## src/rtl/fir_pkg.sv

```systemverilog
// Shared definitions for the FIR filter blocks.
// Holds width defaults, the accumulator width derivation, the sequencer
// state type and the saturation constants.
package fir_pkg;

  localparam int unsigned NTAPS_DEF   = 16;
  localparam int unsigned DW_DEF      = 16;
  // Output is the accumulator scaled by 2^-SCALE_SHIFT.
  localparam int unsigned SCALE_SHIFT = 10;

  localparam logic [15:0] SAT_POS = 16'h7FFF;
  localparam logic [15:0] SAT_NEG = 16'h8000;

  typedef enum logic [0:0] {StIdle, StMac} state_e;

  // Full product width plus growth for summing ntaps products: cannot overflow.
  function automatic int unsigned acc_width(input int unsigned dw, input int unsigned ntaps);
    return 2 * dw + $clog2(ntaps);
  endfunction

endpackage

```

## src/rtl/fir_mac_seq_if.sv

```systemverilog
// Sample/coefficient/result bundle of the FIR MAC sequencer.
//   flush      : synchronous clear of delay line and sequencer
//   smpl_in/smpl_vld/smpl_rdy : input sample handshake
//   coeff_addr/coeff : combinational coefficient ROM lookup
//   smpl_out/out_vld : filtered sample with one-cycle valid pulse
// slave is the filter's view, master the surrounding system's view.
interface fir_mac_seq_if
  import fir_pkg::*;
#(
  parameter int unsigned NTAPS = NTAPS_DEF,
  parameter int unsigned DW    = DW_DEF
);

  localparam int unsigned AW = $clog2(NTAPS);

  logic          flush;
  logic [DW-1:0] smpl_in;
  logic          smpl_vld;
  logic          smpl_rdy;
  logic [AW-1:0] coeff_addr;
  logic [DW-1:0] coeff;
  logic [DW-1:0] smpl_out;
  logic          out_vld;

  modport slave (
    input  flush, smpl_in, smpl_vld, coeff,
    output smpl_rdy, coeff_addr, smpl_out, out_vld
  );

  modport master (
    output flush, smpl_in, smpl_vld, coeff,
    input  smpl_rdy, coeff_addr, smpl_out, out_vld
  );

endinterface

```

## src/rtl/acc_sat.sv

```systemverilog
// Combinational scale-by-2^-10 and saturate of a signed accumulator.
//   acc_i : signed accumulator, ACCW bits
//   res_o : signed DW-bit result, clamped to the DW-bit range
// The clamp decision looks at every bit above the result window, so any
// accumulator value outside the representable range saturates correctly.
module acc_sat
  import fir_pkg::*;
#(
  parameter int unsigned ACCW = 36,
  parameter int unsigned DW   = 16
) (
  input  logic [ACCW-1:0] acc_i,
  output logic [DW-1:0]   res_o
);

  localparam int unsigned Lo = SCALE_SHIFT;
  localparam int unsigned Hi = DW + SCALE_SHIFT - 1;

  logic [ACCW-1-Hi:0] top;
  logic               unused_lsb;

  assign top        = acc_i[ACCW-1:Hi];
  // Fractional bits are discarded by the scaling.
  assign unused_lsb = ^acc_i[Lo-1:0];

  always_comb begin
    if (&top || ~|top) begin
      res_o = acc_i[Hi:Lo];
    end else if (acc_i[ACCW-1]) begin
      res_o = {1'b1, {(DW-1){1'b0}}};
    end else begin
      res_o = {1'b0, {(DW-1){1'b1}}};
    end
  end

endmodule

```

## src/rtl/fir_mac_seq.sv

```systemverilog
// FIR sequencer around a single shared multiply-accumulate.
//   clk   : system clock, rising edge
//   rst_n : asynchronous active-low reset
//   bus   : sample handshake, coefficient ROM port, filtered output
// Each accepted sample goes into a circular delay line; the next NTAPS cycles
// each add one sample*coefficient product (newest sample with coeff[0]), then
// the scaled, saturated sum is registered with a one-cycle out_vld.
module fir_mac_seq
  import fir_pkg::*;
#(
  parameter int unsigned NTAPS = NTAPS_DEF,
  parameter int unsigned DW    = DW_DEF
) (
  input logic           clk,
  input logic           rst_n,
  fir_mac_seq_if.slave  bus
);

  localparam int unsigned AW   = $clog2(NTAPS);
  localparam int unsigned ACCW = acc_width(DW, NTAPS);

  state_e                 state_q, state_d;
  logic [DW-1:0]          dline_q [NTAPS];
  logic [DW-1:0]          dline_d [NTAPS];
  logic [AW-1:0]          wptr_q, wptr_d;
  logic [AW-1:0]          tap_q, tap_d;
  logic [AW-1:0]          caddr_q, caddr_d;
  logic signed [ACCW-1:0] acc_q, acc_d, acc_nxt;
  logic [DW-1:0]          smpl_out_q, smpl_out_d;
  logic                   out_vld_q, out_vld_d;

  logic [AW-1:0]            rd_idx;
  logic signed [DW-1:0]     opd, cof;
  logic signed [2*DW-1:0]   prod;
  logic [DW-1:0]            sat_res;
  logic                     accept;

  // wptr points past the newest sample, so tap k reads wptr-1-k.
  assign rd_idx  = wptr_q - AW'(1) - tap_q;
  assign opd     = dline_q[rd_idx];
  assign cof     = bus.coeff;
  assign prod    = (2*DW)'(opd) * (2*DW)'(cof);
  assign acc_nxt = acc_q + {{(ACCW-2*DW){prod[2*DW-1]}}, prod};

  acc_sat #(
    .ACCW (ACCW),
    .DW   (DW)
  ) u_acc_sat (
    .acc_i (acc_nxt),
    .res_o (sat_res)
  );

  assign bus.smpl_rdy   = (state_q == StIdle) && !bus.flush;
  assign accept         = bus.smpl_vld && bus.smpl_rdy;
  // Live tap index while accumulating, last used index otherwise.
  assign bus.coeff_addr = (state_q == StMac) ? tap_q : caddr_q;
  assign bus.smpl_out   = smpl_out_q;
  assign bus.out_vld    = out_vld_q;

  always_comb begin
    state_d    = state_q;
    dline_d    = dline_q;
    wptr_d     = wptr_q;
    tap_d      = tap_q;
    caddr_d    = caddr_q;
    acc_d      = acc_q;
    smpl_out_d = smpl_out_q;
    out_vld_d  = 1'b0;
    if (bus.flush) begin
      for (int i = 0; i < NTAPS; i++) dline_d[i] = '0;
      wptr_d  = '0;
      tap_d   = '0;
      caddr_d = '0;
      acc_d   = '0;
      state_d = StIdle;
    end else begin
      unique case (state_q)
        StIdle: begin
          if (accept) begin
            dline_d[wptr_q] = bus.smpl_in;
            wptr_d          = wptr_q + AW'(1);
            acc_d           = '0;
            tap_d           = '0;
            state_d         = StMac;
          end
        end
        StMac: begin
          acc_d   = acc_nxt;
          tap_d   = tap_q + AW'(1);
          caddr_d = tap_q;
          if (tap_q == AW'(NTAPS - 1)) begin
            smpl_out_d = sat_res;
            out_vld_d  = 1'b1;
            state_d    = StIdle;
          end
        end
      endcase
    end
  end

  always_ff @(posedge clk or negedge rst_n) begin
    if (!rst_n) begin
      state_q    <= StIdle;
      for (int i = 0; i < NTAPS; i++) dline_q[i] <= '0;
      wptr_q     <= '0;
      tap_q      <= '0;
      caddr_q    <= '0;
      acc_q      <= '0;
      smpl_out_q <= '0;
      out_vld_q  <= 1'b0;
    end else begin
      state_q    <= state_d;
      dline_q    <= dline_d;
      wptr_q     <= wptr_d;
      tap_q      <= tap_d;
      caddr_q    <= caddr_d;
      acc_q      <= acc_d;
      smpl_out_q <= smpl_out_d;
      out_vld_q  <= out_vld_d;
    end
  end

endmodule

```

## src/flat_wrapper.sv

```systemverilog
// flat-port wrapper written by rule: the top's interface ports become plain ports
module fir_mac_seq_flat import fir_pkg::*;
#(
  parameter int unsigned NTAPS = NTAPS_DEF,
  parameter int unsigned DW    = DW_DEF
)
  (clk, rst_n, bus_flush, bus_smpl_in, bus_smpl_vld, bus_coeff, bus_smpl_rdy, bus_coeff_addr, bus_smpl_out, bus_out_vld);
  fir_mac_seq_if #(.NTAPS(NTAPS), .DW(DW)) bus_i ();
  input logic clk;
  input logic rst_n;
  input wire logic [$bits(bus_i.flush)-1:0] bus_flush;
  input wire logic [$bits(bus_i.smpl_in)-1:0] bus_smpl_in;
  input wire logic [$bits(bus_i.smpl_vld)-1:0] bus_smpl_vld;
  input wire logic [$bits(bus_i.coeff)-1:0] bus_coeff;
  output wire logic [$bits(bus_i.smpl_rdy)-1:0] bus_smpl_rdy;
  output wire logic [$bits(bus_i.coeff_addr)-1:0] bus_coeff_addr;
  output wire logic [$bits(bus_i.smpl_out)-1:0] bus_smpl_out;
  output wire logic [$bits(bus_i.out_vld)-1:0] bus_out_vld;
  assign bus_i.flush = bus_flush;
  assign bus_i.smpl_in = bus_smpl_in;
  assign bus_i.smpl_vld = bus_smpl_vld;
  assign bus_i.coeff = bus_coeff;
  assign bus_smpl_rdy = bus_i.smpl_rdy;
  assign bus_coeff_addr = bus_i.coeff_addr;
  assign bus_smpl_out = bus_i.smpl_out;
  assign bus_out_vld = bus_i.out_vld;
  fir_mac_seq #(.NTAPS(NTAPS), .DW(DW)) u_core (.clk(clk), .rst_n(rst_n), .bus(bus_i));
endmodule
```

## config.mk

```make
export PLATFORM = sky130hd
export DESIGN_NAME = fir_mac_seq_flat
export DESIGN_NICKNAME = d
export VERILOG_FILES = /design/src/rtl/fir_pkg.sv /design/src/rtl/fir_mac_seq_if.sv /design/src/rtl/acc_sat.sv /design/src/rtl/fir_mac_seq.sv /design/src/flat_wrapper.sv
export SDC_FILE = /design/constraint.sdc
export NUM_CORES = 1
export LEC_CHECK = 0
export CAP_MARGIN = 20
export CORE_MARGIN = 4
export CORE_UTILIZATION = 58
export CTS_CLUSTER_DIAMETER = 50
export CTS_CLUSTER_SIZE = 40
export DETAILED_ROUTE_END_ITERATION = 10
export PLACE_DENSITY = 0.76
export REMOVE_ABC_BUFFERS = 1
export SYNTH_ARGS = -nofsm -noshare
export SYNTH_HDL_FRONTEND = slang
export SYNTH_SLANG_ARGS = --single-unit
export TNS_END_PERCENT = 5
```

## constraint.sdc

```tcl
create_clock -name clk -period 10.5 [get_ports clk]
set_clock_uncertainty 0.05 [all_clocks]
set_input_delay 3.15 -clock clk [delete_from_list [all_inputs] [get_ports clk]]
set_output_delay 3.15 -clock clk [all_outputs]
set_load 0.02 [all_outputs]
```

Yosys cells after proc, flatten, opt, wreduce, memory -nomap -nowiden
Index checks and enable logic that the tools add are counted.
{ "op_classes": {"n_addsub": 5, "mul": 1, "order_cmp": 3, "eq_ne": 3, "n_mux": 29, "bitwise": 4, "n_reduce_logical": 11} }
{ "ops": {"columns": ["cell", "count"], "rows": [
  ["2-to-1 mux 256 bit", 3],
  ["bitwise mux 256 bit", 1],
  ["2-to-1 mux 16 bit", 5],
  ["2-to-1 mux 36 bit", 2],
  ["case mux 36 bit (2 select lines)", 1],
  ["binary-select mux 16 bit (select 4 bit)", 1],
  ["demux 16 bit (select 4 bit)", 1],
  ["adder 36 bit", 1],
  ["multiplier 16 x 16 -> 32 bit", 1],
  ["2-to-1 mux 4 bit", 7],
  ["AND reduction 11 bit", 1],
  ["OR reduction 11 bit", 1],
  ["greater-or-equal comparator 5 bit (second input constant)", 2],
  ["NOT 4 -> 5 bit", 2],
  ["adder 4 x 1 -> 4 bit (second input constant)", 2],
  ["case mux 4 bit (2 select lines)", 1],
  ["2-to-1 mux 1 bit", 6],
  ["less-than comparator 5 x 1 -> 1 bit (second input constant)", 1],
  ["== test 4 bit (second input constant)", 1],
  ["subtractor 4 x 1 -> 4 bit (second input constant)", 1],
  ["subtractor 4 bit", 1],
  ["logical AND 1 bit", 3],
  ["inequality test 3 x 2 -> 1 bit (second input constant)", 1],
  ["AND reduction 3 bit", 1],
  ["7 further kinds", 9]
]} }
{ "totals": {"reg_bits": 322, "output_inout_bits": 22} }

Logic depth before layout (Yosys ltp)
Gate-level depths: netlist of run 1.
{ "depth": {"ltp_word": 12, "depth_mapped": 47} }

Modules after synthesis
A second synthesis of run 1 with hierarchy kept.
{ "unflattened": {"hier_cells": 2917, "hier_area_um2": 26920.8} }
{ "modules_own_cells": {"columns": ["mod", "instances", "cells_per_inst", "area_per_inst_um2", "seq_area_each_um2"], "rows": [
  ["fir_mac_seq", 1, 2873, 26680.6, 8057.7],
  ["acc_sat", 1, 44, 240.2, 0.0]
]} }

Least setup slack after synthesis of run 1
No wires, ideal clock.
{ "synth_timing": {"path_kind": "input to register", "startpoint": "input bus_coeff[1]", "endpoint": "register u_core.smpl_out_q[10] (netlist: u_core.bus.smpl_out[10])", "setup_time_ps": 123, "arrival_time_ps": 11021, "required_time_ps": 10327, "path_slack_ps": -694, "stages": 34, "path_cell_list": "clkbuf_1 nand2_1 fa_1 fa_1 fa_1 fa_1 inv_1 fa_1 inv_1 fa_1 inv_1 ha_1 a21o_1 a21o_1 a21oi_1 o211ai_1 a221o_1 nand2_1 o21ai_0 a21o_1 a21oi_1 xnor2_1 ha_1 a21o_1 a211o_1 o22ai_2 and2_4 a21oi_2 or4_4 a21boi_1 o2111a_1 a22oi_2 buf_6 o221a_1"} }
{ "synth_via": {"elab_chain_len": 6, "word_cells_on_any_way": 8} }
{ "synth_rtl": {"columns": ["item", "line_no", "text"], "rows": [
  ["start: declaration", "flat_wrapper.sv:14", "input wire logic [$bits(bus_i.coeff)-1:0] bus_coeff;"],
  ["multiplier 16 x 16 -> 32 bit *", "fir_mac_seq.sv:42", "assign prod = (2*DW)'(opd) * (2*DW)'(cof);"],
  ["adder 36 bit *", "fir_mac_seq.sv:43", "assign acc_nxt = acc_q + {{(ACCW-2*DW){prod[2*DW-1]}}, prod};"],
  ["OR reduction 11 bit", "acc_sat.sv:27", "if (&top || ~|top) begin"],
  ["zero test 1 bit", "acc_sat.sv:27", null],
  ["logical OR 1 bit", "acc_sat.sv:27", null],
  ["2-to-1 mux 16 bit *", "acc_sat.sv:27", null],
  ["end signal: assignment", "fir_mac_seq.sv:118", "smpl_out_q <= smpl_out_d;"],
  ["end: declaration", "fir_mac_seq.sv:29", "logic [DW-1:0] smpl_out_q, smpl_out_d;"]
]} }
Mark *: on every way between the ends. The rest lies on a longest branch, timed or not.
A chain may end at the register's enable or synchronous reset.

Worst setup path in the final report of run 1
{ "layout_timing": {"startpoint": "input bus_coeff[14]", "endpoint": "register u_core.smpl_out_q[10] (netlist: u_core.bus.smpl_out[10])"} }
Same word-level chain as after synthesis.

==> results of run 1 <==
## cell usage in the layout (no fill, tap or decap), drive strengths merged, types with 8 or more instances in the layout
master,instances
o21bai,12
a22o,22
a22oi,13
nor2b,30
o21a,9
fa,264
nand3,21
mux4,64
a211oi,25
a21o,21
dfrtp,322
buf,382
o21ai,48
clkbuf,35
and2,123
nor2,74
ha,127
nor3,19
nand4,13
clkdlybuf4s50,44
o221a,15
mux2i,19
xnor2,40
nand2,692
and3,11
inv,333
nand2b,8
xor2,28
a21oi,323
## what timing repair did
action / 4_1_cts / 5_1_grt
resized for setup: 83 / 93
pin swaps: 67 / 79
buffers inserted: 20 / 23
cloned: 3 / 0
setup endpoints to repair: 24 / 24
## flip-flops by register name, indices dropped and copies added, names as in the netlist
signal               count
u_core.bus.out_vld       1
u_core.acc_q            36
u_core.dline_q         256
u_core.state_q           1
u_core.tap_q             4
u_core.caddr_q           4
u_core.bus.smpl_out     16
u_core.wptr_q            4
## area by class of cell
cell class | instances | area [µm²] | share of cell area [%]
clock buffer | 30 | 739 | 2.28
clock inverter | 24 | 388 | 1.19
sequential | 322 | 8060 | 24.8
multi-input combinational | 2100 | 17600 | 54.2
timing repair buffer | 438 | 3720 | 11.5
inverter | 321 | 1200 | 3.71
tap | 600 | 751 | 2.31
## cells by family (layout without fill, tap and decap cells)
kind of cell    count (synthesis)  count (layout)  synth area share (%)
simple gates                 1017            1017                  16.6
compound gates                535             535                  12.2
buf+inv                       494             813                  7.21
fa+ha+maj                     391             391                  25.5
flops                         322             322                  29.9
mux                            88              88                  6.26
xor+xnor                       69              69                  2.29
## routing by layer
metal | GRT usage, % | share of wire [%] | up-vias
met1 | 37.8 | 36 | 11490
met5 | 0 | 0 | -
li1 | - | - | 10091
met4 | 15.6 | 5.7 | 0
met2 | 54.2 | 51 | 1052
met3 | 4.04 | 6.8 | 277
## through the flow
stage | cells | setup TNS (ns) | worst slack, ns
floorplan | 2743 | -35.56 | -1.65
global placement | 3734 | -28.90 | -1.28
detailed placement | 3735 | -31.46 | -1.34
CTS | 3812 | -5.06 | -0.343
global route | 3835 | -10.66 | -0.661
finish | 3835 | -4.54 | -0.317
## worst max-delay path, delay by kind of cell
kind,cells,cell delay (ns)
AOI/OAI and AO/OA,13,2.03
adders and majority gates,8,3.69
and+or+nand+nor,5,0.80
xor gates and xnor gates,1,0.13
buffers and inverters,9,1.47
## path summary, 6_finish.rpt
path | start | end | slack (ns) | depth (start not counted)
worst max-delay path | bus_coeff[14] | u_core.bus.smpl_out[10] | -0.32 | 36
worst min-delay path | u_core.acc_q[7] | u_core.acc_q[7] | 0.44 | 2
worst max register to register | u_core.tap_q[0] | u_core.bus.smpl_out[10] | -0.29 | 47
worst min register to register | u_core.acc_q[7] | u_core.acc_q[7] | 0.44 | 2
max in group asynchronous | rst_n | u_core.dline_q[47] | 6.30 | 2
min in group asynchronous | rst_n | u_core.acc_q[4] | 2.54 | 1
==> impl_metrics.py, run 1 <==
metrics = {
    "synthesis": {
        "yosys_register_bits": 322,
        "synth_edf_count": 0,
        "synthArstFlopShare_pct": 100,
        "yosysWarnings": 0,
        "synth_flop_cell": "dfrtp_1",
        "seq_area_frac_synth_pct": 29.9,
        "syn_area_um2": 26900,
        "ys_types": 85,
        "synth.area.top_cells": "dfrtp_1 (30%), fa_1 (20%), nand2_1 (9.6%)",
        "yosys.area.top_type": "dfrtp_1",
        "syn_avg_cell_area_um2": 9.24,
        "yosysMostFrequentCell": "nand2_1",
        "synth_top_cell_area_share_pct": 29.9,
        "ys_top_cells_by_count": "nand2_1 (691), a21oi_1 (322), dfrtp_1 (322), inv_1 (321), fa_1 (264)",
        "syn_inst": 2916,
    },
    "clock_network": {
        "hold_buffers": 0,
        "clk_path_buf_depth": 3,
        "clk_latency_ns": 0.63,
        "htree_levels": 1,
        "cts.sink_count": 322,
        "cts.clk_slew.worst_paths_ns": 0.07,
        "cts_tree": "built",
        "cts_buffers": 29,
        "cts-root-buf": "clkbuf_16",
    },
    "place": {
        "portBuffers": 57,
        "gp_congestion": 0.899,
        "hpwl_mm": 55.1,
        "place_area_um2": 30200,
    },
    "setup_path": {
        "cp.required_ns": 10.97,
        "cp_slowest_cell": "fa_1",
        "setup.worst_path.end_class": "flop",
        "max_stage_delay_ns": 0.64,
        "arrival_ns": 11.29,
        "crit_fanout": 7,
        "critPathMostFrequentCell": "fa_1",
        "crit_type": "in -> reg",
        "crit_path_start_kind": "input pin",
    },
    "routing": {
        "antenna_left": 0,
        "num_vias": 22910,
        "drcViolationCount": 0,
        "routed_wl_mm": 77.9,
        "dr.pass1.iters": 6,
        "wire_per_inst_um": 20.3,
        "drtIter0Drc": 1975,
        "viasPerCell": 5.97,
    },
    "sta": {
        "slew_violations": 0,
        "hold_viol": 0,
        "min_period_ns": 10.82,
        "relSlewSlack_pct": 33.4,
        "worst_slack_ns": -0.317,
        "max_slew.worst_pin.slew_ns": 0.996,
        "max_freq_ghz": 0.0924,
        "rsz0062_at_grt": "true",
        "hold_ws_ns": 0.438,
        "finalSetupViolCount": 16,
        "post-route-period-util_pct": 103,
    },
    "global_routing": {
        "grt_pass1_wl_mm": 125,
        "grt_overflow": 0,
        "grt_usage_pct": 30.9,
        "grt_max_degree": 107,
        "antenna_found_initial": 2,
        "grt_pass1_vias": 24221,
    },
    "flow_run": {
        "maxCapViolations": 0,
    },
    "run_status": {
        "violations": "setup timing",
        "outcome": "finished, violations left",
    },
    "floorplan": {
        "dieArea_um2": 50000,
        "dieHeight_um": 224,
        "core_um2": 45700,
        "die_x_um": 224,
        "num_rows": 78,
        "start_util_pct": 59.0,
        "ios": 58,
    },
    "finish": {
        "num_antenna_cells": 0,
        "area_delta_synth_final_pct": 20.5,
        "num-fill-cells": 3286,
        "final_util_pct": 71.1,
        "final_nets": 3639,
        "drive_above_1_share_pct": 20.3,
        "finalInstanceArea_um2": 32500,
    },
    "hold_path": {
        "hp-class": "reg -> reg",
    },
}
Power of run 1 is left out: the tool's default activity adds up to more than one toggle a clock period on the data nets, which glitch-free logic cannot reach.
==> run 2: changes to the inputs <==
- CORE_UTILIZATION: 58 -> 35
- PLACE_DENSITY: 0.76 -> 0.48
- clock period: 10.5 -> 10.15 ns (I/O delays scaled with it)
==> run 2 against run 1 <==
Net effect:
- the run still ends with setup timing left
- design area grew 3.0%
- sequential share of layout area decreased by 0.71 points
- wire length grew 5.6%
- utilization shrank 27 points
- count of clock-buffer cells in the layout up 18
- via count fell by 4.9%
- critical path type unchanged
- critical endpoint is now u_core.bus.smpl_out[12]
- first-iteration DRC count decreased by 41%
- die area is 63% higher
==> impl_metrics.py, run 2 (same netlist as run 1, synthesis figures left out) <==
metrics = {
    "sta": {
        "max_freq_ghz": 0.0923,
        "finalSetupTns_ns": -10.81,
        "finalSetupViolCount": 19,
        "post-route-period-util_pct": 107,
        "rsz0062_at_grt": "true",
        "min_period_ns": 10.83,
        "relSlewSlack_pct": 22.3,
        "slew_violations": 0,
        "hold_viol": 0,
        "max_slew.worst_pin.slew_ns": 1.16,
        "worst_slack_ns": -0.682,
    },
    "finish": {
        "layout.cells.most_common": "nand2_1",
        "drive_above_1_share_pct": 20.6,
        "area_delta_synth_final_pct": 24.0,
        "top_register": "u_core.dline_q",
        "finalInstanceArea_um2": 33400,
        "largest_reg_flops": 256,
        "num_antenna_cells": 0,
        "final_nets": 3671,
        "layout_common_cells": "nand2_1 (688), buf_4 (368), dfrtp_1 (322)",
    },
    "place": {
        "gp_congestion": 0.858,
        "place_area_um2": 31200,
        "portBuffers": 57,
        "hpwl_mm": 60.7,
    },
    "setup_path": {
        "cp.required_ns": 10.57,
        "crit_type": "in -> reg",
        "max_stage_delay_ns": 0.61,
        "cp_slowest_cell": "fa_1",
        "reg2reg_from": "u_core.tap_q[0]",
        "arrival_ns": 11.25,
        "critPathMostFrequentCell": "fa_1",
        "crit_fanout": 8,
        "reg2reg_depth": 45,
        "r2r-end": "u_core.bus.smpl_out[12]",
        "crit_path_start_kind": "input pin",
        "r2r_slack_ns": -0.65,
        "setup.worst_path.end_class": "flop",
    },
    "global_routing": {
        "grt_usage_pct": 20.3,
        "grt_pass1_wl_mm": 131,
        "antenna_found_initial": 1,
        "grt_overflow": 0,
        "grt_max_degree": 161,
        "grt_pass1_vias": 23424,
    },
    "routing": {
        "routed-wl-met3_mm": 3.14,
        "wire_per_inst_um": 19.1,
        "met1_length_mm": 33.8,
        "top_layer": "met4",
        "dr.pass1.iters": 5,
        "viasPerCell": 5.05,
        "routed_wl_mm": 82.3,
        "drtIter0Drc": 1160,
        "met2_length_mm": 42.4,
        "antenna_left": 0,
        "num_vias": 21779,
        "drcViolationCount": 0,
    },
    "clock_network": {
        "hold_buffers": 0,
        "cts_tree": "built",
        "cts.sink_count": 322,
        "cts.clk_slew.worst_paths_ns": 0.07,
        "clk_latency_ns": 0.58,
        "cts_buffers": 43,
        "cts-root-buf": "clkbuf_16",
        "htree_levels": 2,
        "clk_path_buf_depth": 3,
    },
    "run_status": {
        "violations": "setup timing",
        "outcome": "finished, violations left",
    },
    "flow_run": {
        "maxCapViolations": 0,
    },
    "hold_path": {
        "min-delay-start": "u_core.acc_q[3]",
        "holdPathEnd": "u_core.acc_q[3]",
        "hp-class": "reg -> reg",
        "whs_path_depth": 2,
    },
    "floorplan": {
        "core_um2": 76100,
        "start_util_pct": 35.4,
        "num_rows": 101,
        "die_x_um": 285,
        "dieArea_um2": 81500,
        "dieHeight_um": 285,
        "ios": 58,
    },
}
run 2: layout make-up:
cell class	count	area, µm²
clock inverter	32	417
tap	1030	1290
sequential	322	8060
fill	7463	42600
multi-input combinational	2100	17400
clock buffer	48	1150
timing repair buffer	456	3870
inverter	321	1200
run 2: how the worst max path moves through the flow:
stage	cells after the start	slack (ns)	end	start
6_report	34	-0.68	u_core.bus.smpl_out[12]	bus_coeff[10]
5_1_grt	45	-1.08	u_core.bus.smpl_out[3]	u_core.tap_q[0]
4_1_cts	45	-0.71	u_core.bus.smpl_out[4]	u_core.tap_q[0]
3_5_place_dp	34	-1.58	u_core.bus.smpl_out[12]	bus_coeff[1]
3_3_place_gp	34	-1.54	u_core.bus.smpl_out[2]	bus_coeff[1]
2_1_floorplan	39	-2.00	u_core.bus.smpl_out[0]	u_core.tap_q[0]
run 2: what timing repair did:
action,in CTS,in global routing
setup buffers,26,3
resized for setup,99,17
pin swaps,73,16
endpoints found under the setup margin,32,33
cloned,1,0
run 2: metal layers:
| layer | track usage, % | up-vias |
|---|---|---|
| met5 | 0 | - |
| met4 | 6.83 | 0 |
| met3 | 2.73 | 155 |
| met2 | 36.5 | 455 |
| met1 | 25.1 | 11008 |
| li1 | - | 10161 |
run 2: stage by stage:
step / hold WS (ns) / setup slack (ns) / std cells / utilization (%)
floorplan: 0.406 / -2.00 / 2743 / -
global placement: 0.426 / -1.54 / 4199 / 40.9
detailed placement: 0.440 / -1.58 / 4199 / 40.9
CTS: 0.454 / -0.711 / 4306 / 43.8
global route: 0.475 / -1.08 / 4309 / 43.9
finish: 0.443 / -0.682 / 4309 / 43.9
run 2: worst max-delay path: cells and delay by family:
family / cells / cell delay (ns)
adder cells (fa/ha/maj): 8 / 3.63
AO/OA/AOI/OAI: 12 / 2.03
buffers and inverters: 7 / 1.20
AND/OR/NAND/NOR: 6 / 1.15
XOR/XNOR: 1 / 0.18
Power of run 2 is left out for the same reason.
